File: config.mk
export PLATFORM = sky130hd
export DESIGN_NAME = pipeline_hazard_ctrl
export DESIGN_NICKNAME = d
export VERILOG_FILES = /design/src/rtl/pipe_ctrl_pkg.sv /design/src/rtl/sat_counter.sv /design/src/rtl/pipeline_hazard_ctrl.sv
export SDC_FILE = /design/constraint.sdc
export NUM_CORES = 1
export LEC_CHECK = 0
export ABC_AREA = 1
export ABC_CLOCK_PERIOD_IN_PS = 2000
export CAP_MARGIN = 20
export CORE_MARGIN = 4
export CORE_UTILIZATION = 45
export DETAILED_ROUTE_END_ITERATION = 16
export GPL_ROUTABILITY_DRIVEN = 0
export GPL_TIMING_DRIVEN = 0
export PLACE_DENSITY = 0.83
export RECOVER_POWER = 50
export SYNTH_ARGS = -nofsm -noshare
export SYNTH_HDL_FRONTEND = slang
export SYNTH_SLANG_ARGS = --single-unit
File: constraint.sdc
create_clock -name clk -period 2 [get_ports clk]
set_clock_uncertainty 0.2 [all_clocks]
set_input_delay 0.5 -clock clk [delete_from_list [all_inputs] [get_ports clk]]
set_output_delay 0.5 -clock clk [all_outputs]
set_load 0.005 [all_outputs]
File: src/rtl/pipe_ctrl_pkg.sv
// Shared types and constants for the pipeline hazard/sequencing controller.
package pipe_ctrl_pkg;

   localparam int unsigned REG_IDX_W = 5;

   typedef enum logic {
      RUN      = 1'b0,
      MEM_WAIT = 1'b1
   } state_e;

   typedef struct packed {
      logic en_pc;
      logic en_if_id;
      logic en_id_ex;
      logic en_ex_mem;
      logic en_mem_wb;
      logic flush_if_id;
      logic flush_id_ex;
      logic flush_ex_mem;
      logic pc_sel_branch;
   } pipe_ctrl_t;

   // All control bits low: full freeze, also the value forced during reset.
   localparam pipe_ctrl_t BUBBLE_CTRL = '0;
   localparam pipe_ctrl_t RUN_CTRL    = '{en_pc: 1'b1, en_if_id: 1'b1, en_id_ex: 1'b1,
                                          en_ex_mem: 1'b1, en_mem_wb: 1'b1,
                                          flush_if_id: 1'b0, flush_id_ex: 1'b0,
                                          flush_ex_mem: 1'b0, pc_sel_branch: 1'b0};

endpackage

File: src/rtl/sat_counter.sv
// Saturating up-counter with synchronous clear that overrides the increment.
module sat_counter #(
   parameter int unsigned CNT_W = 32
) (
   input  logic             clk,
   input  logic             arst_n,
   input  logic             inc_i,
   input  logic             clr_i,
   output logic [CNT_W-1:0] cnt_o
);

   logic [CNT_W-1:0] cnt_q, cnt_d;

   always_comb begin
      cnt_d = cnt_q;
      if (clr_i) begin
         cnt_d = '0;
      end else if (inc_i && (cnt_q != '1)) begin
         cnt_d = cnt_q + CNT_W'(1);
      end
   end

   always_ff @(posedge clk or negedge arst_n) begin
      if (!arst_n) begin
         cnt_q <= '0;
      end else begin
         cnt_q <= cnt_d;
      end
   end

   assign cnt_o = cnt_q;

endmodule

File: src/rtl/pipeline_hazard_ctrl.sv
// Pipeline sequencer: memory freeze, taken-branch flush and load-use stall control
// with a data-memory watchdog and stall/flush performance counters.
module pipeline_hazard_ctrl
   import pipe_ctrl_pkg::*;
#(
   parameter int unsigned MEM_TIMEOUT = 16,
   parameter int unsigned CNT_W       = 32
) (
   input  logic                 clk,
   input  logic                 arst_n,
   input  logic [REG_IDX_W-1:0] id_rs1,
   input  logic [REG_IDX_W-1:0] id_rs2,
   input  logic                 idex_memread,
   input  logic [REG_IDX_W-1:0] idex_rd,
   input  logic                 exmem_membranch,
   input  logic                 exmem_zero,
   input  logic                 exmem_memread,
   input  logic                 exmem_memwrite,
   input  logic                 dmem_ack,
   input  logic                 clr_cnt,
   output logic                 dmem_req,
   output logic                 en_pc,
   output logic                 en_if_id,
   output logic                 en_id_ex,
   output logic                 en_ex_mem,
   output logic                 en_mem_wb,
   output logic                 flush_if_id,
   output logic                 flush_id_ex,
   output logic                 flush_ex_mem,
   output logic                 pc_sel_branch,
   output logic                 mem_err,
   output logic [CNT_W-1:0]     stall_cnt,
   output logic [CNT_W-1:0]     flush_cnt
);

   localparam int unsigned WAIT_W = $clog2(MEM_TIMEOUT + 2);

   state_e            state_q, state_d;
   logic [WAIT_W-1:0] wait_q, wait_d;
   logic              mem_err_q, mem_err_d;
   logic              mem_acc, br_taken, ld_use, timeout, frozen, req;
   pipe_ctrl_t        ctrl;

   assign mem_acc  = exmem_memread | exmem_memwrite;
   assign br_taken = exmem_membranch & exmem_zero;
   assign ld_use   = idex_memread && (idex_rd != '0) &&
                     ((idex_rd == id_rs1) || (idex_rd == id_rs2));
   assign timeout  = (MEM_TIMEOUT != 0) && (wait_q == WAIT_W'(MEM_TIMEOUT));

   // Next state, watchdog and memory handshake.
   always_comb begin
      state_d   = state_q;
      wait_d    = wait_q;
      mem_err_d = mem_err_q;
      req       = 1'b0;
      frozen    = 1'b0;
      case (state_q)
         RUN: begin
            if (mem_acc) begin
               req = 1'b1;
               if (!dmem_ack) begin
                  frozen  = 1'b1;
                  state_d = MEM_WAIT;
                  wait_d  = WAIT_W'(1);
               end
            end
         end
         MEM_WAIT: begin
            req = 1'b1;
            if (dmem_ack || timeout) begin
               mem_err_d = mem_err_q | ~dmem_ack;
               state_d   = RUN;
               wait_d    = '0;
            end else begin
               frozen = 1'b1;
               if (wait_q != '1) begin
                  wait_d = wait_q + WAIT_W'(1);
               end
            end
         end
         default: state_d = RUN;
      endcase
   end

   // Mealy pipeline controls; a branch in EX/MEM masks any load-use hazard.
   always_comb begin
      ctrl = RUN_CTRL;
      if (frozen) begin
         ctrl = BUBBLE_CTRL;
      end else if (br_taken) begin
         ctrl.pc_sel_branch = 1'b1;
         ctrl.flush_if_id   = 1'b1;
         ctrl.flush_id_ex   = 1'b1;
         ctrl.flush_ex_mem  = 1'b1;
      end else if (ld_use) begin
         ctrl.en_pc       = 1'b0;
         ctrl.en_if_id    = 1'b0;
         ctrl.flush_id_ex = 1'b1;
      end
      if (!arst_n) begin
         ctrl = BUBBLE_CTRL;
      end
   end

   always_ff @(posedge clk or negedge arst_n) begin
      if (!arst_n) begin
         state_q   <= RUN;
         wait_q    <= '0;
         mem_err_q <= 1'b0;
      end else begin
         state_q   <= state_d;
         wait_q    <= wait_d;
         mem_err_q <= mem_err_d;
      end
   end

   sat_counter #(.CNT_W(CNT_W)) u_stall_cnt (
      .clk    (clk),
      .arst_n (arst_n),
      .inc_i  (arst_n & ~ctrl.en_pc),
      .clr_i  (clr_cnt),
      .cnt_o  (stall_cnt)
   );

   sat_counter #(.CNT_W(CNT_W)) u_flush_cnt (
      .clk    (clk),
      .arst_n (arst_n),
      .inc_i  (ctrl.pc_sel_branch),
      .clr_i  (clr_cnt),
      .cnt_o  (flush_cnt)
   );

   assign dmem_req      = req & arst_n;
   assign en_pc         = ctrl.en_pc;
   assign en_if_id      = ctrl.en_if_id;
   assign en_id_ex      = ctrl.en_id_ex;
   assign en_ex_mem     = ctrl.en_ex_mem;
   assign en_mem_wb     = ctrl.en_mem_wb;
   assign flush_if_id   = ctrl.flush_if_id;
   assign flush_id_ex   = ctrl.flush_id_ex;
   assign flush_ex_mem  = ctrl.flush_ex_mem;
   assign pc_sel_branch = ctrl.pc_sel_branch;
   assign mem_err       = mem_err_q;

endmodule
==> metrics.md, run 1 <==
| Metric | Value |
|---|---|
| Outcome | `finished, violations left` |
| Failing checks | `hold timing, setup timing` |
| VDD IR max | `0.4455 mV` |
| R2r setup slk | `-0.31 ns` |
| # IOs | `99` |
| Flops & latches, synth | `71` |
| Crit-path cells | `inv_2, ha_4, nand4_1, nand3_2, nand3_4, nor2_4, buf_6, buf_6, buf_6` |
| GRT Util Overall | `26.54%` |
| Total Power | `3965 uW` |
| Vias | `6,643` |
| Final hold violations | `39` |
| DP Area | `~6600 sq um` |
| Area growth syn-to-layout | `55.25%` |
| Delay of the slowest critical-path stage | `0.41 ns` |
| CTS Root Cell | `clkbuf_16` |
| Initial DRC count | `approximately 800` |
| Worst-case clock buffer depth | `2` |
| Drt pass-1 iters | `5` |
| CP max-delay cell | `dfrtp_1` |
| Latest clock arrival within the worst-skew pair | `0.35 ns` |
| Area leader, netlist | `dfrtp_1` |
| CTS tree | `yes` |
| Mapped Avg Cell Area | `6.693 sq um` |
| Die H | `between 100 and 150 um` |
| ANT cells | `0` |
| DP Worst Slack | `-1.002 ns` |
| R2R Path Start | `wait_q[0]$_DFFE_PN0P_` |
| Relative slew slack | `about a third` |
| Leading post-synthesis cells by cell area | `dfrtp_1 33%, nand2_1 18%, nor2_1 7.5%` |
| GRT Residual Overflow | `0` |
| RR Endpoint | `u_flush_cnt.cnt_o[17]$_DFFE_PN0P_` |
| Worst Reg-to-Reg Cells | `15` |
| Buffers & Inverters on Critical Path | `4` |
| First-pass GRT wire length | `30.28 mm` |
| Distinct cells, synth | `37` |
| Die Area | `13,830 sq um` |
| Synthesized cell area | `between 5000 and 6000 sq um` |
| Main synth FF type | `dfrtp_1` |
| Yosys Warn Count | `0` |
| Static leakage | `0.004257 uW` |
| Critical path depth | `9` |
| Initial antenna violation count | `0` |
| Most numerous cell on the critical path | `buf_6` |
| Std-Cell Rows | `39` |
| Slew of the pin with the lowest slew margin | `1.009 ns` |
| Post-synth ARST share | `100.0%` |
| Vias/cell | `5.625` |
| H-Tree Depth | `3` |
| Design Area, Final | `8396 sq um` |
| Sequential area share after synthesis | `32.86%` |
| Fin crit share | `125.3%` |
| Yosys top cell area share | `32.86%` |
| TNS Setup | `-17.97 ns` |
| Final Max Slew Viols | `0` |
| Routed WL per cell | `17.35 um` |
| WS Path Type | `flip-flop to output pin` |
| Power Dens Cells | `472.2 nW/um^2` |
| Clock Pin Slew Worst Setup and Hold Paths | `0.06 ns` |
| Max Fclk | `approximately 400 MHz` |
| Ratio of cells with drive above 1 in the final layout | `around a third` |
| Crit-path leading delay family | `simple AND/OR/NAND/NOR gates` |
| # clock sinks | `71` |
| Starting Density | `46.56%` |
| CP Capture Type | `output pin` |
| RSZ-0062 raised after global routing | `true` |
| Worst Path Required | `1.30 ns` |
| Post-synth EDFFs | `0` |
| # setup viols final | `between 70 and 80` |
| Half-perimeter wire length after placement | `11.40 mm` |
| Routed WL | `20.49 mm` |
| Synth Instances | `808` |
| Crit-path max FO | `3` |
| Hold Slack | `-0.06464 ns` |
| Floorplan core area | `between 10,000 and 15,000 sq um` |
| DRC Markers | `0` |
| Startpoint types | `flip-flop` |
| Final #Nets | `1,062` |
| Worst hold path type | `input pin to async pin` |
| Syn nets | `837` |
| Number of global-route vias before repair | `6,268` |
| CP Data Arrival Time | `approximately 1.8 ns` |
| Final setup margin | `-0.5064 ns` |
| Fin crit period | `2.506 ns` |
| Largest net degree at the start of global routing | `60` |
| Final ANT Viol Nets | `0` |
| Die W | `117.6 um` |
| CTS buffer count | `9` |
| Max cap viols | `0` |
| PortBufs | `97` |
==> what timing repair did <==
item	CTS	global route
gates resized for setup	226	88
hold buffers	1	1
endpoints found under the setup margin	125	107
cloned	5	4
setup buffers	79	39
pin swaps	43	21
endpoints found under the hold margin	13	19
==> area by class of cell <==
type                    count  area (sq um)
fillers                   829          3218
flip-flops and latches     71          1813
plain buffers              28         267.8
repair buffers            214          2072
multi-input cells         606          3341
repair inverters            1         8.758
clock buffers              11         252.7
inverters                 102         405.4
well taps                 143         178.9
clock inverters             5         56.30
==> metrics by stage <==
step / hold WS (ns) / std cells / util [%]
after floorplan: 0.004409 / 808 / -
after global routing: -0.04643 / 1181 / 72.29
after detailed placement: 0.1866 / 1049 / 56.77
after global placement: 0.2713 / 1048 / 56.55
final: -0.06464 / 1181 / 72.29
after CTS: -0.03113 / 1145 / 66.96
==> routing by layer <==
layer | GRT usage [%] | part of all wire, % | vias to the layer above
met5 | 0 | 0 | -
met4 | 14.29 | 6.2 | 0
li1 | - | - | 3011
met2 | 45.67 | 49 | 439
met1 | 31.07 | 36 | 3064
met3 | 5.286 | 8.5 | 129
==> worst max-delay path by stage <==
| stage | from | endpoint | slack, ns |
|---|---|---|---|
| floorplan | wait_q[0]$_DFFE_PN0P_ | flush_if_id | -0.01 |
| CTS | wait_q[1]$_DFFE_PN0P_ | flush_if_id | -0.40 |
| global route | wait_q[1]$_DFFE_PN0P_ | pc_sel_branch | -0.56 |
| finish | wait_q[0]$_DFFE_PN0P_ | pc_sel_branch | -0.51 |
| global placement | arst_n | flush_if_id | -3.69 |
| detailed placement | exmem_memwrite | flush_if_id | -1.00 |
==> synthesized netlist by cell type, types with 10 or more instances <==
master   instances
nand3_1         63
xnor2_1         15
nand2_1        266
inv_1           91
dfrtp_1         71
buf_2           11
nand3_2         21
inv_2           10
nand4_1         43
xor2_1          20
nor3_1          14
nor2_1         108
==> cells in the final DEF, fill, tap and decap left out, types with 8 or more instances in the layout <==
cell type / netlist / final
buf_2: 11 / 14
buf_4: 7 / 88
buf_6: 3 / 43
clkbuf_16: 0 / 12
clkdlybuf4s50_1: 0 / 41
dfrtp_1: 71 / 42
dfrtp_2: 0 / 29
dlygate4sd2_1: 0 / 17
dlymetal6s2s_1: 0 / 14
inv_1: 91 / 82
inv_2: 10 / 15
nand2_1: 266 / 252
nand2_2: 4 / 16
nand3_1: 63 / 43
nand3_2: 21 / 35
nand4_1: 43 / 43
nor2_1: 108 / 98
nor2_2: 7 / 13
nor2_4: 4 / 8
nor3_1: 14 / 14
o21ai_2: 3 / 8
xnor2_1: 15 / 15
xor2_1: 20 / 20
==> flip-flops by register name, summed over array words and instances (netlist names) <==
signal / count
state_q: 1
wait_q: 5
u_stall_cnt.cnt_o: 32
mem_err: 1
u_flush_cnt.cnt_o: 32
==> report_power, final <==
group	switching (uW)	leakage (uW)	total (uW)	internal (uW)
Combinational	422	0.00317	806	384
Sequential	16.5	0.000933	1470	1450
Clock	657	0.000152	1690	1030
==> cells by family (layout without fill, tap and decap cells) <==
group	count (synthesis)	count (layout)	synth area share (%)
fa+ha+maj	5	5	1.157
compound gates	25	25	2.753
xor+xnor	35	35	5.669
buf+inv	131	361	10.90
simple gates	541	541	46.67
flops	71	71	32.86
No activity file was read; power rests on OpenSTA's default activity.
==> run 2, diff against run 1 <==
--- a/config.mk
+++ b/config.mk
@@ -9,11 +9,11 @@
 export ABC_CLOCK_PERIOD_IN_PS = 2000
 export CAP_MARGIN = 20
 export CORE_MARGIN = 4
-export CORE_UTILIZATION = 45
+export CORE_UTILIZATION = 49
 export DETAILED_ROUTE_END_ITERATION = 16
 export GPL_ROUTABILITY_DRIVEN = 0
 export GPL_TIMING_DRIVEN = 0
-export PLACE_DENSITY = 0.83
+export PLACE_DENSITY = 0.88
 export RECOVER_POWER = 50
 export SYNTH_ARGS = -nofsm -noshare
 export SYNTH_HDL_FRONTEND = slang
==> run 2 against run 1 <==
Effect of this change: the flow still finishes with violations (hold timing, setup timing); global-route usage grew 2.4 points; wire length shrank 2.8%; non-clock buffer count grew 1; via count shrank 0.62%; sequential power is essentially flat; total power shrank 9.6%; combinational power shrank 6.1%; critical path depth is the same; flip-flop and latch count is the same; critical path type unchanged; highest routed layer unchanged.
==> metrics.md, run 2 (synthesis gave the netlist of run 1 again) <==
| Metric | Value |
|---|---|
| Outcome | `finished, violations left` |
| Failing checks | `hold timing, setup timing` |
| Crit-path max FO | `3 (unchanged)` |
| Startpoint types | `flip-flop` |
| Final-layout fill cell count | `696 (-16%)` |
| Vias/cell | `5.600 (-0.45%)` |
| Met2 WL post-DR | `10.15 mm (+1.5%)` |
| VDD IR max | `0.4045 mV (-9.2%)` |
| Worst Reg-to-Reg Cells | `15 (unchanged)` |
| Design Area, Final | `8284 sq um (-1.3%)` |
| Final Max Slew Viols | `0 (unchanged)` |
| Std-Cell Rows | `38 (-2.6%)` |
| Static leakage | `0.004345 uW (+2.1%)` |
| Drt pass-1 iters | `8 (+3)` |
| Final setup margin | `-0.5373 ns (-0.03090 ns)` |
| CP Data Arrival Time | `1.84 ns (+0.03 ns)` |
| Floorplan core area | `10,840 sq um (-6.7%)` |
| GRT Residual Overflow | `0 (unchanged)` |
| DR top layer | `met4` |
| Routed WL per cell | `16.90 um (-2.6%)` |
| Die H | `113.1 um (-3.9%)` |
| Vias | `6,602 (-0.62%)` |
| Met1 wire length | `6.951 mm (-6.9%)` |
| Initial antenna violation count | `0 (unchanged)` |
| Flip-flop and latch area | `1810 sq um (-0.14%)` |
| First-pass GRT wire length | `29.89 mm (-1.3%)` |
| PortBufs | `97 (unchanged)` |
| WS Path Type | `flip-flop to output pin` |
| Largest net degree at the start of global routing | `62 (+3.3%)` |
| # IOs | `99 (unchanged)` |
| DRC Markers | `0 (unchanged)` |
| Area growth syn-to-layout | `53.19%` |
| Power Dens Cells | `432.9 nW/um^2 (-8.3%)` |
| Number of global-route vias before repair | `6,332 (+1.0%)` |
| GRT Util Overall | `28.90% (+2.4 points)` |
| H-Tree Depth | `3 (unchanged)` |
| RSZ-0062 raised after global routing | `true` |
| Routed wl met3 | `1.762 mm (+0.69%)` |
| Total Power | `3586 uW (-9.6%)` |
| CTS tree | `yes` |
| Leading cell type in the layout, fill and taps excluded | `nand2_1` |
| Area of the multi-input gates | `3388 sq um (+1.4%)` |
| Clock Pin Slew Worst Setup and Hold Paths | `0.09 ns (+0.03 ns)` |
| # setup viols final | `73 (-7.6%)` |
| # clock sinks | `71 (unchanged)` |
| Relative slew slack | `53.50% (+21 points)` |
| CTS Root Cell | `clkbuf_8` |
| Final hold violations | `46 (+18%)` |
| Initial DRC count | `602 (-24%)` |
| Slew of the pin with the lowest slew margin | `0.6952 ns (-0.3142 ns)` |
| Die W | `113.1 um (-3.9%)` |
| Starting Density | `49.88% (+3.3 points)` |
| CP Capture Type | `output pin` |
| Worst hold path type | `input pin to async pin` |
| Fin crit share | `126.9% (+1.5 points)` |
| Final ANT Viol Nets | `0 (unchanged)` |
| Ratio of cells with drive above 1 in the final layout | `32.53% (+0.74 points)` |
| Worst Path Required | `1.30 ns (about the same)` |
| Hold Slack | `-0.04392 ns (+0.02072 ns)` |
| Latest clock arrival within the worst-skew pair | `0.37 ns (+0.02 ns)` |
| Max cap viols | `0 (unchanged)` |
| Die Area | `12,780 sq um (-7.6%)` |
| ANT cells | `0 (unchanged)` |
| Final #Nets | `1,063 (+0.094%)` |
| Routed WL | `19.92 mm (-2.8%)` |
| Fin crit period | `2.537 ns (+0.03090 ns)` |
| DP Area | `6589 sq um (about the same)` |
| CTS buffer count | `9 (unchanged)` |
| Commonest cells after routing, fill and taps aside | `234 x nand2_1, 102 x nor2_1, 96 x buf_4` |
| Worst-case clock buffer depth | `2 (unchanged)` |
| Half-perimeter wire length after placement | `11.38 mm (-0.11%)` |
| Max Fclk | `394.1 MHz (-1.2%)` |
[run 2: routing by layer]
| metal | GRT usage, % | up-vias |
|---|---|---|
| li1 | - | 3010 |
| met1 | 34.01 | 3031 |
| met2 | 50.43 | 432 |
| met3 | 4.813 | 129 |
| met4 | 15.14 | 0 |
| met5 | 0 | - |
[run 2: repair_timing]
item                                    in CTS  in global routing
gates resized for setup                    206                108
setup buffers                               99                 17
pin swaps                                   23                 26
gates cloned                                 7                  3
endpoints found under the hold margin       11                 14
endpoints found under the setup margin     134                 98
hold buffers                                 1                  1
[run 2: worst paths after layout]
kind / from / endpoint / slack [ns]
setup / recovery: wait_q[1]$_DFFE_PN0P_ / pc_sel_branch / -0.54
hold / removal: arst_n / u_stall_cnt.cnt_o[4]$_DFFE_PN0P_ / -0.04
setup reg to reg: wait_q[1]$_DFFE_PN0P_ / u_flush_cnt.cnt_o[13]$_DFFE_PN0P_ / -0.36
hold reg to reg: mem_err$_DFFE_PN0P_ / mem_err$_DFFE_PN0P_ / 0.30
max in group asynchronous: arst_n / u_stall_cnt.cnt_o[5]$_DFFE_PN0P_ / 0.23
min in group clk: mem_err$_DFFE_PN0P_ / mem_err$_DFFE_PN0P_ / 0.30
[run 2: report_power, final]
group          switching [uW]  leakage [uW]  internal, uW
registers                19.1      0.000936          1450
logic                     405       0.00331           351
clock network             647      0.000104           713
[run 2: layout make-up]
type	instances	share of cell area, %
flip-flops and latches	71	21.85
repair buffers	215	24.39
well taps	140	2.114
repair inverters	1	0.07552
clock buffers	10	1.541
multi-input cells	606	40.90
inverters	102	4.924
plain buffers	28	3.081
clock inverters	6	1.118
[run 2: critical path: stages, from the launching register on]
cell and delay (ns):
dfrtp_1 0.41, inv_2 0.10, ha_4 0.13, nand4_1 0.12
nand3_2 0.15, nand3_4 0.12, nor2_4 0.16, buf_6 0.12
buf_6 0.08, buf_6 0.08
[run 2: metrics by stage]
stage / cells / hold WS [ns] / utilization [%] / TNS, ns / worst slack [ns]
6_report: 1179 / -0.04392 / 76.42 / -17.62 / -0.5373
5_1_grt: 1179 / -0.03522 / 76.42 / -24.01 / -0.6190
4_1_cts: 1159 / -0.02651 / 71.34 / -9.652 / -0.5238
3_5_place_dp: 1046 / 0.1765 / 60.78 / -38.04 / -1.003
3_3_place_gp: 1045 / 0.2694 / 60.55 / -376.56 / -3.664
2_1_floorplan: 808 / 0.004409 / - / -0.02002 / -0.01001
